<file path="config.mk">
export PLATFORM = sky130hd
export DESIGN_NAME = mem_access_unit
export DESIGN_NICKNAME = d
export VERILOG_FILES = /design/src/rtl/mips_mem_pkg.sv /design/src/rtl/mem_lane_align.sv /design/src/rtl/mem_access_unit.sv
export SDC_FILE = /design/constraint.sdc
export NUM_CORES = 1
export LEC_CHECK = 0
export CAP_MARGIN = 30
export CORE_MARGIN = 2
export CORE_UTILIZATION = 39
export DETAILED_ROUTE_END_ITERATION = 10
export PLACE_DENSITY_LB_ADDON = 0.08
export SYNTH_ARGS = -nofsm -noshare
export SYNTH_HDL_FRONTEND = slang
export SYNTH_HIERARCHICAL = 1
export SYNTH_SLANG_ARGS = --single-unit
</file>
<file path="constraint.sdc">
create_clock -name clk -period 2.85 [get_ports clk]
set_input_delay 0.57 -clock clk [delete_from_list [all_inputs] [get_ports clk]]
set_output_delay 0.57 -clock clk [all_outputs]
set_load 0.005 [all_outputs]
</file>
<file path="src/rtl/mips_mem_pkg.sv">
// mips_mem_pkg: shared definitions for the MEM-stage load/store unit.
//   - access opcodes (4-bit encoding, illegal codes decode as NONE)
//   - FSM state constants for the sub-word store read-modify-write
//   - op decode struct/function and alignment helper
package mips_mem_pkg;

    localparam int OP_W = 4;
    typedef logic [OP_W-1:0] mem_op_t;

    localparam mem_op_t OP_NONE = 4'd0;
    localparam mem_op_t OP_LW   = 4'd1;
    localparam mem_op_t OP_LB   = 4'd2;
    localparam mem_op_t OP_LBU  = 4'd3;
    localparam mem_op_t OP_LH   = 4'd4;
    localparam mem_op_t OP_LHU  = 4'd5;
    localparam mem_op_t OP_SW   = 4'd6;
    localparam mem_op_t OP_SB   = 4'd7;
    localparam mem_op_t OP_SH   = 4'd8;

    localparam logic [0:0] IDLE = 1'b0;
    localparam logic [0:0] RMW  = 1'b1;

    typedef enum logic [1:0] {
        SZ_BYTE = 2'd0,
        SZ_HALF = 2'd1,
        SZ_WORD = 2'd2
    } mem_size_e;

    typedef struct packed {
        logic      load;
        logic      store;
        logic      sub_st;   // SB/SH: needs read-modify-write
        logic      sign;     // sign-extend load lane
        mem_size_e size;
    } op_dec_t;

    function automatic op_dec_t decode_op(input mem_op_t op);
        op_dec_t d;
        d = '{load: 1'b0, store: 1'b0, sub_st: 1'b0, sign: 1'b0, size: SZ_WORD};
        case (op)
            OP_LW:  begin d.load = 1'b1; d.size = SZ_WORD; end
            OP_LB:  begin d.load = 1'b1; d.size = SZ_BYTE; d.sign = 1'b1; end
            OP_LBU: begin d.load = 1'b1; d.size = SZ_BYTE; end
            OP_LH:  begin d.load = 1'b1; d.size = SZ_HALF; d.sign = 1'b1; end
            OP_LHU: begin d.load = 1'b1; d.size = SZ_HALF; end
            OP_SW:  begin d.store = 1'b1; d.size = SZ_WORD; end
            OP_SB:  begin d.store = 1'b1; d.sub_st = 1'b1; d.size = SZ_BYTE; end
            OP_SH:  begin d.store = 1'b1; d.sub_st = 1'b1; d.size = SZ_HALF; end
            default: ;  // NONE and illegal encodings: passthrough
        endcase
        return d;
    endfunction

    function automatic logic is_misaligned(input mem_size_e size, input logic [1:0] lo);
        case (size)
            SZ_HALF: return lo[0];
            SZ_WORD: return |lo;
            default: return 1'b0;
        endcase
    endfunction

endpackage

</file>
<file path="src/rtl/mem_lane_align.sv">
// mem_lane_align: combinational byte-lane steering (little-endian).
//   rdata      in   32  word read from memory
//   lane       in   2   byte offset within the word
//   size       in   2   access size (byte/half/word)
//   sign       in   1   sign-extend the selected load lane
//   wdata      in   32  store data (low byte/half used for sub-word)
//   load_data  out  32  selected lane, sign/zero-extended
//   merge_data out  32  rdata with the selected lane replaced by wdata
module mem_lane_align
    import mips_mem_pkg::*;
(
    input  logic [31:0] rdata,
    input  logic [1:0]  lane,
    input  mem_size_e   size,
    input  logic        sign,
    input  logic [31:0] wdata,
    output logic [31:0] load_data,
    output logic [31:0] merge_data
);

    logic [7:0]  byte_v;
    logic [15:0] half_v;

    always_comb begin
        byte_v = rdata[{lane, 3'b000} +: 8];
        half_v = lane[1] ? rdata[31:16] : rdata[15:0];
        case (size)
            SZ_BYTE: load_data = {{24{sign & byte_v[7]}}, byte_v};
            SZ_HALF: load_data = {{16{sign & half_v[15]}}, half_v};
            default: load_data = rdata;
        endcase
    end

    always_comb begin
        merge_data = rdata;
        case (size)
            SZ_BYTE: merge_data[{lane, 3'b000} +: 8] = wdata[7:0];
            SZ_HALF: begin
                if (lane[1]) merge_data[31:16] = wdata[15:0];
                else         merge_data[15:0]  = wdata[15:0];
            end
            default: merge_data = wdata;
        endcase
    end

endmodule

</file>
<file path="src/rtl/mem_access_unit.sv">
// mem_access_unit: MEM-stage load/store unit (LW/LB/LBU/LH/LHU/SW/SB/SH).
//   clk, rst_n                  clock, async active-low reset
//   req_valid/op/addr/wdata/rd/reg_write   EX/MEM request (held while stall=1)
//   stall                       hold upstream this cycle (first cycle of SB/SH)
//   mem_read/write/addr/wdata   word-wide data memory interface
//   mem_rdata                   combinational read data
//   wb_valid/reg_write/rd/data  registered MEM/WB entry
//   addr_error, err_addr        misalignment pulse and sticky faulting address
// Sub-word stores run IDLE (read + merge into merge_q, stall) -> RMW (write
// merged word, accept) -> IDLE. Everything else completes in one cycle.
module mem_access_unit
    import mips_mem_pkg::*;
#(
    parameter int ADDR_W     = 32,
    parameter bit TRAP_ALIGN = 1'b1
) (
    input  logic              clk,
    input  logic              rst_n,
    input  logic              req_valid,
    input  logic [3:0]        req_op,
    input  logic [ADDR_W-1:0] req_addr,
    input  logic [31:0]       req_wdata,
    input  logic [4:0]        req_rd,
    input  logic              req_reg_write,
    output logic              stall,
    output logic              mem_read,
    output logic              mem_write,
    output logic [ADDR_W-1:0] mem_addr,
    output logic [31:0]       mem_wdata,
    input  logic [31:0]       mem_rdata,
    output logic              wb_valid,
    output logic              wb_reg_write,
    output logic [4:0]        wb_rd,
    output logic [31:0]       wb_data,
    output logic              addr_error,
    output logic [ADDR_W-1:0] err_addr
);

    op_dec_t           dec;
    logic              is_mem;
    logic              err;
    logic [ADDR_W-1:0] eff_addr;
    logic [31:0]       load_data;
    logic [31:0]       merge_data;
    logic [0:0]        state_q, state_d;
    logic [31:0]       merge_q;
    logic              accept;

    assign dec    = decode_op(req_op);
    assign is_mem = dec.load | dec.store;
    assign err    = TRAP_ALIGN & is_mem & is_misaligned(dec.size, req_addr[1:0]);

    // Without trapping, misaligned low address bits are simply dropped.
    always_comb begin
        eff_addr = req_addr;
        if (!TRAP_ALIGN && is_mem) begin
            case (dec.size)
                SZ_HALF: eff_addr[0]   = 1'b0;
                SZ_WORD: eff_addr[1:0] = 2'b00;
                default: ;
            endcase
        end
    end

    mem_lane_align u_align (
        .rdata      (mem_rdata),
        .lane       (eff_addr[1:0]),
        .size       (dec.size),
        .sign       (dec.sign),
        .wdata      (req_wdata),
        .load_data  (load_data),
        .merge_data (merge_data)
    );

    // rst_n gates the combinational outputs so nothing reaches memory in reset;
    // this is also what kills an in-flight RMW write.
    always_comb begin
        stall     = 1'b0;
        mem_read  = 1'b0;
        mem_write = 1'b0;
        mem_wdata = 32'h0;
        accept    = 1'b0;
        state_d   = state_q;
        if (rst_n) begin
            if (state_q == RMW) begin
                mem_write = 1'b1;
                mem_wdata = merge_q;
                accept    = req_valid;
                state_d   = IDLE;
            end else if (req_valid) begin
                if (err) begin
                    accept = 1'b1;
                end else if (dec.sub_st) begin
                    stall    = 1'b1;
                    mem_read = 1'b1;
                    state_d  = RMW;
                end else begin
                    accept   = 1'b1;
                    mem_read = dec.load;
                    if (dec.store) begin
                        mem_write = 1'b1;
                        mem_wdata = req_wdata;
                    end
                end
            end
        end
    end

    assign mem_addr = rst_n ? {eff_addr[ADDR_W-1:2], 2'b00} : '0;

    always_ff @(posedge clk or negedge rst_n) begin
        if (!rst_n) begin
            state_q      <= IDLE;
            merge_q      <= 32'h0;
            wb_valid     <= 1'b0;
            wb_reg_write <= 1'b0;
            wb_rd        <= 5'd0;
            wb_data      <= 32'h0;
            addr_error   <= 1'b0;
            err_addr     <= '0;
        end else begin
            state_q <= state_d;
            if (state_q == IDLE && stall) merge_q <= merge_data;
            wb_valid     <= accept;
            wb_reg_write <= accept & req_reg_write & ~dec.store & ~err;
            addr_error   <= accept & err;
            if (accept) begin
                wb_rd   <= req_rd;
                wb_data <= dec.load ? load_data : (dec.store ? 32'h0 : req_wdata);
            end
            if (accept && err) err_addr <= req_addr;
        end
    end

endmodule

</file>
==> results of run 1 <==
## cells by family after synthesis
group                      synth area share, %
other                                  0.04865
AOI/OAI and AO/OA                        22.05
muxes                                    12.99
buffers and inverters                    7.143
xor gates and xnor gates                0.1137
adders and majority gates                4.968
DFF                                      34.09
and+or+nand+nor                          18.60
## report_power, final
part	switching (uW)	internal (uW)	leakage, uW
combinational	804	1180	0.00330
clock	623	693	0.000142
sequential	200	1850	0.00130
## area by class of cell
| type | count | area, um2 | share of cell area [%] |
|---|---|---|---|
| clock buffer | 9 | 225.2 | 1.983 |
| clock inverter | 6 | 76.32 | 0.6720 |
| inverter | 24 | 92.59 | 0.8152 |
| multi-input combinational | 685 | 4637 | 40.82 |
| sequential | 105 | 2629 | 23.14 |
| tap | 265 | 331.6 | 2.919 |
| timing repair buffer | 361 | 3367 | 29.64 |
## flip-flops by register name, summed over array words and instances (netlist names)
name / cells
wb_data: 32
merge_q: 32
wb_rd: 5
err_addr: 32
wb_reg_write: 1
state_q: 1
wb_valid: 1
addr_error: 1
## through the flow
stage	instances	hold slack [ns]	cell area (um2)
finish	1455	0.2249	11360
global route	1455	0.2372	11360
CTS	1452	0.2299	11310
detailed placement	1427	0.4730	10930
global placement	1427	0.4646	10930
floorplan	897	0.2744	7721
## cell usage after synthesis, types with 21 or more instances
cell type	count	area [um2]
nand2_1	151	566.8
clkbuf_1	49	183.9
inv_1	21	78.83
o21ai_0	88	440.4
nand3b_1	34	255.2
a21oi_1	111	555.5
maj3_1	32	320.3
mux2_4	28	420.4
nor2_1	44	165.2
dfrtp_1	105	2628
and2_1	31	193.9
mux2_2	44	495.5
## critical path, cell delays in order
cell             delay, ns
clkdlybuf4s15_2       0.21
a21oi_2               0.20
nor2_2                0.08
nor4b_4               0.26
buf_6                 0.17
buf_12                0.10
buf_12                0.13
nand3b_1              0.10
a21oi_2               0.16
clkdlybuf4s15_2       0.22
## metal layers
| layer | routed length [um] | part of all wire [%] | track usage, % |
|---|---|---|---|
| met5 | 0 | 0 | 0 |
| met4 | 875 | 3.0 | 9.402 |
| met3 | 2769 | 9.6 | 6.225 |
| met2 | 12910 | 45 | 41.66 |
| met1 | 12290 | 43 | 37.46 |
## what timing repair did
item | CTS | global route
pin swaps | 26 | 14
endpoints found under the hold margin | 0 | 0
endpoints found under the setup margin | 121 | 50
resized for setup | 138 | 25
cloned | 2 | 0
buffers inserted | 8 | 3
## path summary, 6_finish.rpt
kind	from	end
max in group asynchronous	rst_n	state_q
min in group clk	wb_data[4]	wb_data[4]
max	req_op[1]	mem_wdata[19]
min reg2reg	wb_data[4]	wb_data[4]
min	rst_n	err_addr[17]
max reg2reg	state_q	merge_q[0]
==> impl_metrics.ini, run 1 <==
[power_and_ir_drop]
max-vdd-ir-drop_mv = 0.3007
power.leakage_uw = 0.004749
power_uw = 5353
powerDensity_nw_per_um2 = 471.3

[worst_setup_path]
r2r_slack_ns = 0.66
startpoint_type = primary input
worstPathMaxFanout = 9
crit_arrival_ns = 2.22
path_class = in2out
endpoint_kind = primary output
critPathRequiredTime_ns = 2.28
r2r_cells = 5

[timing]
setup_viol = 0
fin_crit_ns = 2.793
period_share_pct = 98.01
timing.fmax_ghz = 0.3580
layout_setup_ws_ns = 0.05683
slew_headroom_pct = 46.15
rsz0062_at_grt = true
drv_slew = 0
report.final.hold_viol_count = 0
skew_ns = 0.01114
finalSetupTns_ns = 0
tightest_slew_ns = 0.8017

[clock_network]
cts_tree = done
clock_sinks = 105
htreeDepth = 3
clk_pin_slew_ns = 0.08
clk-insertion-delay-late_ns = 0.36
root_buffer = clkbuf_16
clockBufferDepth = 2
ctsHoldBuffers = 0
cts_buffers = 9

[hold_path]
hp-class = in2async

[global_route]
grt_pass1_vias = 7346
track_usage_pct = 27.09
grt_start_max_net_pins = 66
grt_pass1_wl_mm = 42.76
antenna_found_initial = 0
overflow = 0

[placement]
gp_congestion = 0.9366
dp_hpwl_mm = 21.29
buffer_ports.inserted = 245
place_ws_ns = -0.6922

[synthesis]
async_flop_share_pct = 100.0
ys_ff_latch = 105
syn-cell-area_um2 = 7707
ys_types = 55
synth-edff-count = 0
synth_ff_type = dfrtp_1
avgSynthCellArea_um2 = 8.602
synth-seq-area-share_pct = 34.09
yosys_warnings = 6
synth_cells = 896

[cells_and_area]
nets = 1300
final_common_cell = clkdlybuf4s50_1
final_cell_mix = clkdlybuf4s50_1 (203), nand2_1 (151), dfrtp_1 (104), buf_4 (99), a21oi_1 (95)
nFillCells = 1824
final_layout_size_suffix_gt1_share_pct = 23.95
area_growth_pct = 47.37
antenna_cells = 0
final_core_util_pct = 58.55

[floorplanning]
start_util_pct = 39.73
row_count = 51
fp.dieW_um = 144.6
core-area_um2 = 19400
dieArea_um2 = 20900
die_h_um = 144.6
ios = 248

[job]
max-cap-violations = 0

[route]
wirelength_mm = 28.84
drt_iter0_markers = 715
viasPerCell = 5.456
wl_per_cell_um = 19.82
vias = 7938
drc_errors = 0
ant_nets = 0
drtPass1Iterations = 5

[outcome]
status = complete, no violations
Note: power is estimated with default switching activity, not from simulation.
==> inputs of run 2 (changes only) <==
--- a/config.mk
+++ b/config.mk
@@ -7,7 +7,7 @@
 export LEC_CHECK = 0
 export CAP_MARGIN = 30
 export CORE_MARGIN = 2
-export CORE_UTILIZATION = 39
+export CORE_UTILIZATION = 48
 export DETAILED_ROUTE_END_ITERATION = 10
 export PLACE_DENSITY_LB_ADDON = 0.08
 export SYNTH_ARGS = -nofsm -noshare
==> run 2 against run 1 <==
  * First-iteration DRC count up 17%
  * Sequential power about the same
  * Core utilization up 13 points
  * Final area down 1.2%
  * Largest cell class unchanged
  * Worst hold slack worse by 0.19 ns
  * Clock-buffer cell count up 1
  * Clock power down 4%
  * Combinational power about the same
  * Cell count down 4.4%
  * Setup slack better by 0.0074 ns
  * Critical path depth unchanged
  * Non-clock buffer count down 17
==> impl_metrics.ini, run 2 (synthesis gave the netlist of run 1 again) <==
[outcome]
status = complete, no violations

[worst_setup_path]
crit_arrival_ns = 2.22
r2r_start = state_q
path_class = in2out
endpoint_kind = primary output
critPathRequiredTime_ns = 2.28
r2r_cells = 4
startpoint_type = primary input
worstPathMaxFanout = 9
cp-startpoint = req_addr[0]

[cells_and_area]
largestRegisters = err_addr (32), merge_q (32), wb_data (32)
final_cell_mix = clkdlybuf4s50_1 (203), nand2_1 (150), dfrtp_1 (104), a21oi_1 (97), buf_4 (83)
design_area_um2 = 11220
final_layout_size_suffix_gt1_share_pct = 22.89
multiInputGateArea_um2 = 4686
final_core_util_pct = 71.16
area_growth_pct = 45.60
nets = 1284
antenna_cells = 0
seq_area_um2 = 2629
nFillCells = 1283
final_cells = 1391
final_common_cell = clkdlybuf4s50_1

[clock_network]
clock_sinks = 105
htreeDepth = 3
cts_tree = done
root_buffer = clkbuf_16
clockBufferDepth = 2
clk_pin_slew_ns = 0.08
cts_buffers = 9
clk-insertion-delay-late_ns = 0.37

[placement]
dp_cells = 1361
dp_hpwl_mm = 19.91
place_area_um2 = 10740
buffer_ports.inserted = 245
gp_congestion = 0.9790

[global_route]
overflow = 0
track_usage_pct = 31.55
grt_pass1_wl_mm = 40.82
grtUsageMet2_pct = 50.58
grt_pass1_vias = 7365
grt_use_met1_pct = 42.63
antenna_found_initial = 0
grt_start_max_net_pins = 68
use_met3_pct = 5.985
busiest_layer = met2

[floorplanning]
core-area_um2 = 15770
start_util_pct = 48.87
die_h_um = 130.7
dieArea_um2 = 17090
row_count = 46
fp.dieW_um = 130.7
ios = 248

[power_and_ir_drop]
power_frac_comb_pct = 37.5
power_frac_seq_pct = 38.5
p_int_uw = 3664
power.leakage_uw = 0.004676
max-vdd-ir-drop_mv = 0.2950
netSwitchingFraction_pct = 30.89
p_sw_uw = 1638
p_clk_share_pct = 24.0
powerDensity_nw_per_um2 = 472.4

[route]
vias = 7961
drt_iter0_markers = 840
wl_per_cell_um = 19.79
viasPerCell = 5.723
drtPass1Iterations = 5
ant_nets = 0
drc_errors = 0
wirelength_mm = 27.53

[timing]
skew_ns = 0.009007
rsz0062_at_grt = true
tightest_slew_ns = 0.6210
report.final.hold_viol_count = 0
whs_ns = 0.03670
setup_viol = 0
fin_crit_ns = 2.786
drv_slew = 0
period_share_pct = 97.75
slew_headroom_pct = 58.60
timing.fmax_ghz = 0.3590

[hold_path]
hp-class = in2async

[job]
max-cap-violations = 0
[run 2: per-stage QoR]
stage	setup WS, ns	total power (uW)	setup TNS (ns)
2_1_floorplan	-0.05689	2944	-0.7342
3_3_place_gp	-0.5744	3962	-57.44
3_5_place_dp	-0.5628	4008	-59.41
4_1_cts	0.00004396	5297	0
5_1_grt	-0.03279	5581	-0.1107
6_report	0.06425	5301	0
[run 2: worst paths after layout]
check	endpoint	slack (ns)
max reg2reg	merge_q[2]	0.86
max	mem_wdata[24]	0.06
min reg2reg	wb_data[8]	0.49
max in group asynchronous	merge_q[13]	1.82
min	merge_q[5]	0.04
min in group clk	wb_data[8]	0.49
[run 2: layout make-up]
class,count,share of cell area (%)
clock inverters,6,0.5129
well taps,216,2.408
flip-flops and latches,105,23.43
repair buffers,344,28.94
multi-input cells,686,41.75
inverters,24,0.8251
clock buffers,10,2.130
[run 2: critical path, stage by stage]
cell and delay [ns]:
dlygate4sd2_1 0.27, a21oi_4 0.15, nor2_2 0.06, nor4b_4 0.28, buf_6 0.16, buf_4 0.12, buf_12 0.13, nand3b_1 0.09
a21oi_1 0.15, clkdlybuf4s15_1 0.22
[run 2: power groups by stage]
stage | sequential, uW | clock (uW) | combinational, uW
CTS | 2040 | 1290 | 1970
floorplan | 2060 | 0 | 882
global route | 2080 | 1360 | 2140
finish | 2040 | 1270 | 1990
detailed placement | 2070 | 0 | 1940
global placement | 2050 | 0 | 1910
[run 2: layer usage]
layer	routed length, um	vias up
met5	0	-
met3	2514	64
met4	971	0
met1	11340	3745
li1	-	3706
met2	12700	446
[run 2: timing repair]
action,CTS,global route
gates cloned,3,1
setup buffers,8,2
pin swaps,9,16
gates resized for setup,80,73
hold buffers,0,0
setup endpoints to repair,99,61
==> inputs of run 3 (changes only) <==
--- a/config.mk
+++ b/config.mk
@@ -6,7 +6,6 @@
 export NUM_CORES = 1
 export LEC_CHECK = 0
 export CAP_MARGIN = 30
-export CORE_MARGIN = 2
 export CORE_UTILIZATION = 48
 export DETAILED_ROUTE_END_ITERATION = 10
 export PLACE_DENSITY_LB_ADDON = 0.08
==> run 3 against run 2 <==
  * Core utilization is 2.4 points higher
  * Worst hold slack better by 0.19 ns
  * Sequential power barely moved
  * First-iteration DRC count is 27% higher
  * Via count grew 1.1%
  * Sequential share of layout area fell by 0.26 points
  * Die area decreased by 3.0%
  * Setup slack got worse by 0.020 ns
  * Non-clock buffer count increased by 10
  * Clock power grew 12%
  * Global-route usage rose by 1.5 points
  * Critical path type unchanged
  * Critical endpoint is now mem_wdata[10]
==> impl_metrics.ini, run 3 (synthesis gave the netlist of run 1 again) <==
[power_and_ir_drop]
power.leakage_uw = 0.004739
powerDensity_nw_per_um2 = 481.8
max-vdd-ir-drop_mv = 0.3118

[worst_setup_path]
crit_arrival_ns = 2.24
worstPathMaxFanout = 8
startpoint_type = primary input
path_class = in2out
crit_buf_inv = 4
slowest_stage = nor4b_4
crit_chain = clkdlybuf4s15_2 > nor2b_4 > nand2_2 > nor4b_4 > buf_6 > bufbuf_16 > nand3b_1 > a21oi_1 > clkdlybuf4s15_1
endpoint_kind = primary output
cpLargestDelayFamily = buffers and inverters
cpPeakStageDelay_ns = 0.28
critPathRequiredTime_ns = 2.28

[clock_network]
cts_tree = done
cts_buffers = 9
clock_sinks = 105
htreeDepth = 3
clockBufferDepth = 2
ctsHoldBuffers = 0
clk-insertion-delay-late_ns = 0.36
root_buffer = clkbuf_16
clk_pin_slew_ns = 0.07

[floorplanning]
ios = 248
die_h_um = 128.7
core-area_um2 = 15430
row_count = 45
dieArea_um2 = 16570
fp.dieW_um = 128.7
start_util_pct = 49.96

[placement]
dp_hpwl_mm = 19.71
gp_congestion = 1.055
place_ws_ns = -0.6482
buffer_ports.inserted = 245

[timing]
whs_ns = 0.2305
drv_slew = 0
fin_crit_ns = 2.806
setup_viol = 0
timing.fmax_ghz = 0.3564
period_share_pct = 98.45
skew_ns = 0.006477
slew_headroom_pct = 38.29
tightest_slew_ns = 0.9186
report.final.hold_viol_count = 0
layout_setup_ws_ns = 0.04419

[cells_and_area]
seq_area_um2 = 2629
antenna_cells = 0
final_common_cell = clkdlybuf4s50_1
nets = 1293
final_layout_size_suffix_gt1_share_pct = 22.80
multiInputGateArea_um2 = 4676
area_growth_pct = 47.26
nFillCells = 1224
largestRegisters = err_addr (32), merge_q (32), wb_data (32)
final_cell_mix = clkdlybuf4s50_1 (203), nand2_1 (150), dfrtp_1 (104), a21oi_1 (94), buf_4 (93)

[global_route]
antenna_found_initial = 0
overflow = 0
grt_start_max_net_pins = 67
grt_pass1_vias = 7573
track_usage_pct = 33.10
grt_pass1_wl_mm = 41.81

[route]
viasPerCell = 5.767
vias = 8045
wl_per_cell_um = 19.59
drt_iter0_markers = 1063
ant_nets = 0
wirelength_mm = 27.33
drtPass1Iterations = 9
drc_errors = 0

[hold_path]
hp-class = in2async

[job]
max-cap-violations = 0

[outcome]
status = complete, no violations
run 3: area by class of cell:
type                            count  share of cell area [%]
Inverter                           24                  0.7937
Timing Repair Buffer              354                   29.56
Multi-Input combinational cell    685                   41.20
Clock buffer                       10                   2.106
Tap cell                          211                   2.326
Sequential cell                   105                   23.16
Clock inverter                      6                  0.8599
run 3: per-stage QoR:
| step | power, uW | setup TNS [ns] | instances | utilization, % | instance area [um2] |
|---|---|---|---|---|---|
| 2_1_floorplan | 2944 | -0.7342 | 897 | - | 7721 |
| 3_3_place_gp | 3976 | -48.75 | 1367 | 70.13 | 10820 |
| 3_5_place_dp | 4018 | -52.53 | 1367 | 70.13 | 10820 |
| 4_1_cts | 5465 | 0 | 1394 | 73.60 | 11350 |
| 5_1_grt | 5758 | -0.003733 | 1395 | 73.57 | 11350 |
| 6_report | 5468 | 0 | 1395 | 73.57 | 11350 |
run 3: worst register-to-register path, cell delays in order (launching register included):
cell and delay (ns):
dfrtp_2 0.44, buf_12 0.18, a2111oi_4 0.20, buf_4 0.19
buf_4 0.50, mux2_2 0.45
run 3: worst paths after layout:
path | start | to | slack, ns | cells after the start
max | req_op[3] | mem_wdata[10] | 0.04 | 9
min | rst_n | wb_valid | 0.23 | 2
max reg2reg | state_q | merge_q[2] | 0.78 | 5
min reg2reg | wb_data[4] | wb_data[4] | 0.48 | 2
max in group asynchronous | rst_n | state_q | 2.11 | 2
min in group clk | wb_data[4] | wb_data[4] | 0.48 | 2
run 3: routing by layer:
| layer | GRT usage (%) | routed length [um] | share of wire, % | up-vias |
|---|---|---|---|---|
| li1 | - | - | - | 3718 |
| met1 | 44.94 | 11240 | 41 | 3762 |
| met2 | 52.11 | 12490 | 46 | 499 |
| met3 | 6.736 | 2807 | 10 | 66 |
| met4 | 12.32 | 801 | 2.9 | 0 |
| met5 | 0 | 0 | 0 | - |
run 3: repair_timing:
item / 4_1_cts / 5_1_grt
pin swaps: 7 / 13
cloned: 2 / 0
buffers inserted: 9 / 1
resized for setup: 75 / 62
hold endpoints to repair: 0 / 0
endpoints found under the setup margin: 84 / 75
run 3: where the power goes:
part / internal, uW / total, uW / switching [uW]
combinational: 1180 / 2000 / 818
clock: 808 / 1420 / 615
sequential: 1850 / 2040 / 190
total: 3850 / 5470 / 1620
